## config.mk

```make
export PLATFORM = sky130hd
export DESIGN_NAME = clk_wiz_reset_sequencer
export DESIGN_NICKNAME = d
export VERILOG_FILES = /design/src/rtl/clk_wiz_reset_sequencer.sv
export SDC_FILE = /design/constraint.sdc
export NUM_CORES = 1
export LEC_CHECK = 0
export ABC_AREA = 1
export CAP_MARGIN = 20
export CELL_PAD_IN_SITES_DETAIL_PLACEMENT = 0
export CELL_PAD_IN_SITES_GLOBAL_PLACEMENT = 2
export CORE_MARGIN = 10
export CORE_UTILIZATION = 30
export DETAILED_ROUTE_END_ITERATION = 6
export PLACE_DENSITY_LB_ADDON = 0.15
export REMOVE_ABC_BUFFERS = 1
export SYNTH_ARGS = -nofsm -noshare
export SYNTH_HDL_FRONTEND = slang
export SYNTH_SLANG_ARGS = --single-unit
```

## constraint.sdc

```tcl
create_clock -name clk_in1 -period 1.6 [get_ports clk_in1]
set_input_delay 0.16 -clock clk_in1 [delete_from_list [all_inputs] [get_ports clk_in1]]
set_output_delay 0.16 -clock clk_in1 [all_outputs]
set_load 0.01 [all_outputs]
```

## src/rtl/clk_wiz_reset_sequencer.sv

```systemverilog
// clk_wiz_reset_sequencer
// Pulses the clock wizard's active-low reset, waits for a stable lock, then
// releases the system reset. Lost lock re-sequences the wizard; repeated lock
// timeouts park the block in a sticky error state until reset or soft request.

module clk_wiz_reset_sequencer #(
    parameter int WIZ_RST_CYCLES      = 16,
    parameter int LOCK_STABLE_CYCLES  = 64,
    parameter int LOCK_TIMEOUT_CYCLES = 4096,
    parameter int MAX_RETRIES         = 3
) (
    input  logic                               clk_in1,
    input  logic                               reset,
    input  logic                               locked,
    input  logic                               soft_reset_req,
    output logic                               wiz_resetn,
    output logic                               sys_reset,
    output logic                               ready,
    output logic                               error,
    output logic [$clog2(MAX_RETRIES+1)-1:0]   retry_count,
    output logic [1:0]                         state
);

    // Counter widths; the stable counter needs at least one bit even when a
    // single lock cycle is enough.
    localparam int PULSE_W   = $clog2(WIZ_RST_CYCLES);
    localparam int STABLE_W  = (LOCK_STABLE_CYCLES > 1) ? $clog2(LOCK_STABLE_CYCLES) : 1;
    localparam int TIMEOUT_W = $clog2(LOCK_TIMEOUT_CYCLES);
    localparam int RETRY_W   = $clog2(MAX_RETRIES+1);

    localparam logic [PULSE_W-1:0]   PULSE_LAST   = PULSE_W'(WIZ_RST_CYCLES - 1);
    localparam logic [STABLE_W-1:0]  STABLE_LAST  = STABLE_W'(LOCK_STABLE_CYCLES - 1);
    localparam logic [TIMEOUT_W-1:0] TIMEOUT_LAST = TIMEOUT_W'(LOCK_TIMEOUT_CYCLES - 1);
    localparam logic [RETRY_W-1:0]   RETRY_LIMIT  = RETRY_W'(MAX_RETRIES);

    // Debug-visible state encoding.
    localparam logic [1:0] ST_WIZ_RST   = 2'd0;
    localparam logic [1:0] ST_WAIT_LOCK = 2'd1;
    localparam logic [1:0] ST_RUN       = 2'd2;
    localparam logic [1:0] ST_FAIL      = 2'd3;

    logic [1:0]           sync_q,        sync_d;
    logic                 locked_s;
    logic [1:0]           state_q,       state_d;
    logic [PULSE_W-1:0]   pulse_cnt_q,   pulse_cnt_d;
    logic [STABLE_W-1:0]  stable_cnt_q,  stable_cnt_d;
    logic [TIMEOUT_W-1:0] timeout_cnt_q, timeout_cnt_d;
    logic [RETRY_W-1:0]   retry_q,       retry_d;
    logic                 wiz_resetn_q,  wiz_resetn_d;
    logic                 sys_reset_q,   sys_reset_d;
    logic                 ready_q,       ready_d;
    logic                 error_q,       error_d;

    // Two-flop synchronizer for the asynchronous lock indication.
    always_comb begin
        sync_d = {sync_q[0], locked};
    end

    assign locked_s = sync_q[1];

    // Next-state and counter logic; soft request pre-empts every transition.
    always_comb begin
        // NOTE: every variable gets a default first so no path leaves it
        // unassigned, which would otherwise infer a latch.
        state_d       = state_q;
        pulse_cnt_d   = pulse_cnt_q;
        stable_cnt_d  = stable_cnt_q;
        timeout_cnt_d = timeout_cnt_q;
        retry_d       = retry_q;

        if (soft_reset_req) begin
            state_d       = ST_WIZ_RST;
            pulse_cnt_d   = '0;
            stable_cnt_d  = '0;
            timeout_cnt_d = '0;
            retry_d       = '0;
        end else begin
            case (state_q)
                ST_WIZ_RST: begin
                    if (pulse_cnt_q == PULSE_LAST) begin
                        state_d       = ST_WAIT_LOCK;
                        pulse_cnt_d   = '0;
                        stable_cnt_d  = '0;
                        timeout_cnt_d = '0;
                    end else begin
                        pulse_cnt_d = pulse_cnt_q + PULSE_W'(1);
                    end
                end

                ST_WAIT_LOCK: begin
                    stable_cnt_d  = locked_s ? stable_cnt_q + STABLE_W'(1) : '0;
                    timeout_cnt_d = timeout_cnt_q + TIMEOUT_W'(1);
                    // Lock completion is checked first so it wins a tie with
                    // the timeout on the same cycle.
                    if (locked_s && (stable_cnt_q == STABLE_LAST)) begin
                        state_d       = ST_RUN;
                        retry_d       = '0;
                        stable_cnt_d  = '0;
                        timeout_cnt_d = '0;
                    end else if (timeout_cnt_q == TIMEOUT_LAST) begin
                        stable_cnt_d  = '0;
                        timeout_cnt_d = '0;
                        if (retry_q == RETRY_LIMIT) begin
                            state_d = ST_FAIL;
                        end else begin
                            state_d     = ST_WIZ_RST;
                            retry_d     = retry_q + RETRY_W'(1);
                            pulse_cnt_d = '0;
                        end
                    end
                end

                ST_RUN: begin
                    if (!locked_s) begin
                        state_d     = ST_WIZ_RST;
                        pulse_cnt_d = '0;
                    end
                end

                ST_FAIL: begin
                    state_d = ST_FAIL;
                end

                default: begin
                    state_d = ST_WIZ_RST;
                end
            endcase
        end
    end

    // Output decode of the next state, so registered outputs move with state.
    always_comb begin
        wiz_resetn_d = (state_d == ST_WAIT_LOCK) || (state_d == ST_RUN);
        sys_reset_d  = (state_d != ST_RUN);
        ready_d      = (state_d == ST_RUN);
        error_d      = (state_d == ST_FAIL);
    end

    // State, counters, synchronizer and output registers.
    always_ff @(posedge clk_in1) begin
        // NOTE: sequential state uses non-blocking assignments so every flop
        // samples pre-edge values regardless of statement order.
        if (reset) begin
            sync_q        <= '0;
            state_q       <= ST_WIZ_RST;
            pulse_cnt_q   <= '0;
            stable_cnt_q  <= '0;
            timeout_cnt_q <= '0;
            retry_q       <= '0;
            wiz_resetn_q  <= 1'b0;
            sys_reset_q   <= 1'b1;
            ready_q       <= 1'b0;
            error_q       <= 1'b0;
        end else begin
            sync_q        <= sync_d;
            state_q       <= state_d;
            pulse_cnt_q   <= pulse_cnt_d;
            stable_cnt_q  <= stable_cnt_d;
            timeout_cnt_q <= timeout_cnt_d;
            retry_q       <= retry_d;
            wiz_resetn_q  <= wiz_resetn_d;
            sys_reset_q   <= sys_reset_d;
            ready_q       <= ready_d;
            error_q       <= error_d;
        end
    end

    assign wiz_resetn  = wiz_resetn_q;
    assign sys_reset   = sys_reset_q;
    assign ready       = ready_q;
    assign error       = error_q;
    assign retry_count = retry_q;
    assign state       = state_q;

endmodule

```

==> results by group, run 1 <==
Cells and area
  • Share of post-route cells with drive strength above 1: 39.94%
  • Layout Cells excl Fill: 408
  • N_diodes: 0
  • Fin nets: 347
  • Post-route cell area: 0.002849 mm2
  • Layout area overhead: 54.58%

STA
  • Final Worst Setup Slack: -0.06131 ns
  • Hold Slack: 0.3883 ns
  • Unrepaired setup endpoints after global routing: true
  • Clock Skew: about 0.0054 ns
  • Slew margin rel.: 82.61%
  • Min Tclk post-route: between 1.5 and 2 ns
  • Final hold violation count: 0
  • Max-slew violation count: 0
  • Setup violators final: 3
  • Final worst path period share: 103.8%
  • Achievable frequency: 601.9 MHz
  • Worst-Margin Slew: 0.2599 ns

Clock tree
  • Clock sinks: 32
  • CTS Buffer Depth: 2
  • Clock transition at the registers of the reported paths: 0.07 ns
  • CTS tree: done
  • CTS Root Cell: clkbuf_8
  • Clock Latency Late Sink: 0.28 ns
  • Number of buffers inserted by hold repair at cts: 0
  • H-tree depth: 2
  • CTS Buf Count: 5

Placement
  • Post-placement cell count: 387
  • DP Area: 0.002372 mm2
  • I/O Buffers: 11
  • Detail Placement HPWL: 3.451 mm
  • Final GP Congestion: 0.7476

Min path
  • Hold_sp: locked
  • Worst Hold Class: primary input to flip-flop

Worst setup path
  • Slowest-stage cell, CP: dfxtp_2
  • Crit start category: flip-flop
  • Crit path cell chain: ha_4 > nand2_4 > nor2_4 > nand2_2 > nor2_4 > nand2_2 > nand3_2 > nand2_2 > nand3_4 > buf_6 > ha_1 > inv_1 > nor2_1
  • Required @ worst endpoint: 1.82 ns
  • CP arrival: 1.88 ns
  • R2r endpoint: ready
  • CP max FO: 3
  • Critical path class: flip-flop to flip-flop
  • Worst setup endpoint: ready
  • Reg2Reg Setup Slack: -0.06 ns
  • CP endpoint kind: flip-flop
  • Worst reg2reg path depth: 13
  • Reg-to-reg startpoint: timeout_cnt_q[0]
  • Critical path startpoint: timeout_cnt_q[0]
  • Worst path max stage delay: 0.36 ns
  • Most used cell, CP: nand2_2

Routing
  • Via density: 4.495
  • Wirelength, routed: between 4 and 5 mm
  • Wire per inst: 11.62 um
  • Detailed-route via count: approximately 1,800
  • Initial drt markers: 34
  • Drt drc: 0
  • DR pass1 iterations: 4
  • ANT nets after route: 0

Floorplan
  • Die Height: 98.38 um
  • Site Rows: 28
  • Top-Level Pins: 12
  • Core area: just under 0.006 mm2
  • Die area: 0.009679 mm2
  • Starting Density: 30.95%
  • Die W: slightly below 100 um

Yosys
  • Cell count after synthesis: around 260
  • YS warnings: 0
  • Compound-Gate Fraction of Synth Area: 9.708%
  • Yosys cell types: 31
  • Syn Std Cell Area: ~0.0018 mm2
  • Register area share after synthesis: 34.76%
  • Post-synthesis adder-cell area fraction: between 7 and 8%
  • Synth Area in Simple Gates: 36.39%
  • Post-synthesis xor/xnor area fraction: less than 1%
  • Mapped Avg Cell Area: 7.061 um2
  • Main combinational cell family by area after synthesis: simple AND/OR/NAND/NOR gates
  • Mux contribution to synthesized area: 0%
  • Seq cells post-synth: 32

Global route
  • GR Overflow Total: 0
  • Largest net degree at the start of global routing: 15
  • Vias in the first global route: 1,719
  • Total track usage: 9.628%
  • Initial antenna violation count: 0
  • Global-route wire length before repair: a little under 8 mm

Flow run
  • Max Cap Viol: 0

Power
  • Pwr dens: a little over 600 mW/mm2
  • Peak supply drop: 346.4 uV
  • Static Leakage: 1.209 nW
  • Pwr Total: 1.724 mW

Outcome
  • Failing checks: negative setup slack
  • Status: finished with violations
[cells in the final DEF (no fill, tap or decap), types with 7 or more instances in the layout]
cell	n
nand3_2	7
buf_4	51
clkdlybuf4s50_1	11
dfxtp_1	24
clkbuf_8	7
nor2_2	7
nand3_1	14
dfxtp_2	8
a21oi_1	15
nor2_1	30
inv_1	36
nand2_2	11
nand2_1	40
[area by class of cell]
class / count / area [um2]
clock buffers: 7 / 96.34
clock inverters: 1 / 30.03
fillers: 596 / 3107
inverters: 43 / 166.4
multi-input cells: 180 / 1197
flip-flops and latches: 32 / 650.6
well taps: 75 / 93.84
repair buffers: 70 / 614.3
[sequential cells by signal, indices dropped and copies added (netlist names)]
register,count
error,1
pulse_cnt_q,4
ready,1
retry_count,2
stable_cnt_q,6
state,2
sync_q,2
sys_reset,1
timeout_cnt_q,12
wiz_resetn,1
[worst min path at each step]
stage                 endpoint  depth (start not counted)
global placement     sync_q[1]                          2
CTS                  sync_q[0]                          3
floorplan           wiz_resetn                          1
finish               sync_q[0]                          3
detailed placement   sync_q[1]                          2
global route         sync_q[1]                          2
[stage by stage]
stage | util, % | setup TNS, ns | worst slack [ns]
3_5_place_dp | 39.83 | -1.180 | -0.1440
5_1_grt | 47.84 | -0.7228 | -0.1468
6_report | 47.84 | -0.1024 | -0.06131
2_1_floorplan | - | -1.962 | -0.1620
4_1_cts | 44.83 | -0.1900 | -0.06958
3_3_place_gp | 39.83 | -1.038 | -0.1053
[per-layer routing]
layer  up-vias  GRT usage, %  wire [um]
met5         -             0          0
met4         0         4.079        106
met3        10         3.101        209
met2        24         16.04       2224
met1       829         11.02       2198
li1        971             -          -
[cell families (layout without fill, tap and decap cells)]
family                   Yosys count  in the layout
AO/OA/AOI/OAI                     30             30
XOR/XNOR                           1              1
adder cells (fa/ha/maj)           11             11
buffers and inverters             49            121
flip-flops                        32             32
AND/OR/NAND/NOR                  138            138
[what timing repair did]
item | 4_1_cts | 5_1_grt
setup buffers | 5 | 7
setup endpoints to repair | 23 | 29
gates resized for setup | 32 | 34
pin swaps | 13 | 15
gates cloned | 0 | 1
[worst max-delay path: cells and delay by family (launching register included)]
kind | cells | cell delay (ns)
and+or+nand+nor | 9 | 0.80
adders and majority gates | 2 | 0.29
buffers and inverters | 2 | 0.15
DFF | 1 | 0.36
[synth_stat cells]
master | instances | share of area (%)
o21ai_2 | 1 | 0.48
clkbuf_1 | 1 | 0.20
ha_1 | 11 | 7.5
nor2_1 | 34 | 6.9
nand4_1 | 6 | 2.0
buf_2 | 3 | 0.81
nor2_2 | 4 | 1.4
dfxtp_1 | 32 | 35
nor4_1 | 1 | 0.34
nand3_2 | 4 | 2.2
xor2_1 | 1 | 0.48
o21ai_4 | 1 | 0.88
a21oi_1 | 15 | 4.1
nand2_4 | 1 | 0.61
nor3b_1 | 1 | 0.41
nor3_2 | 3 | 1.6
nand2_1 | 53 | 11
inv_1 | 42 | 8.6
o21bai_1 | 2 | 0.81
a31oi_1 | 1 | 0.34
nand4_2 | 1 | 0.68
inv_2 | 1 | 0.20
nand3b_1 | 1 | 0.41
o21ai_0 | 8 | 2.2
nor3_1 | 5 | 1.4
nor2_4 | 3 | 1.8
nand3_1 | 19 | 5.2
a21oi_2 | 2 | 0.95
buf_8 | 1 | 0.81
nand2_2 | 2 | 0.68
buf_6 | 1 | 0.61
[where the power goes]
part | total, mW | internal, mW | leakage (nW) | switching, mW
Clock | 0.862 | 0.550 | 0.0645 | 0.312
Combinational | 0.0568 | 0.0264 | 0.882 | 0.0304
Sequential | 0.806 | 0.801 | 0.262 | 0.00473
No activity file was read; power rests on OpenSTA's default activity.
==> run 2, diff against run 1 <==
Settings changed: CAP_MARGIN 20 to unset.
==> results of run 2 <==
No change in the layout: final DEF, timing and power equal those of run 1.
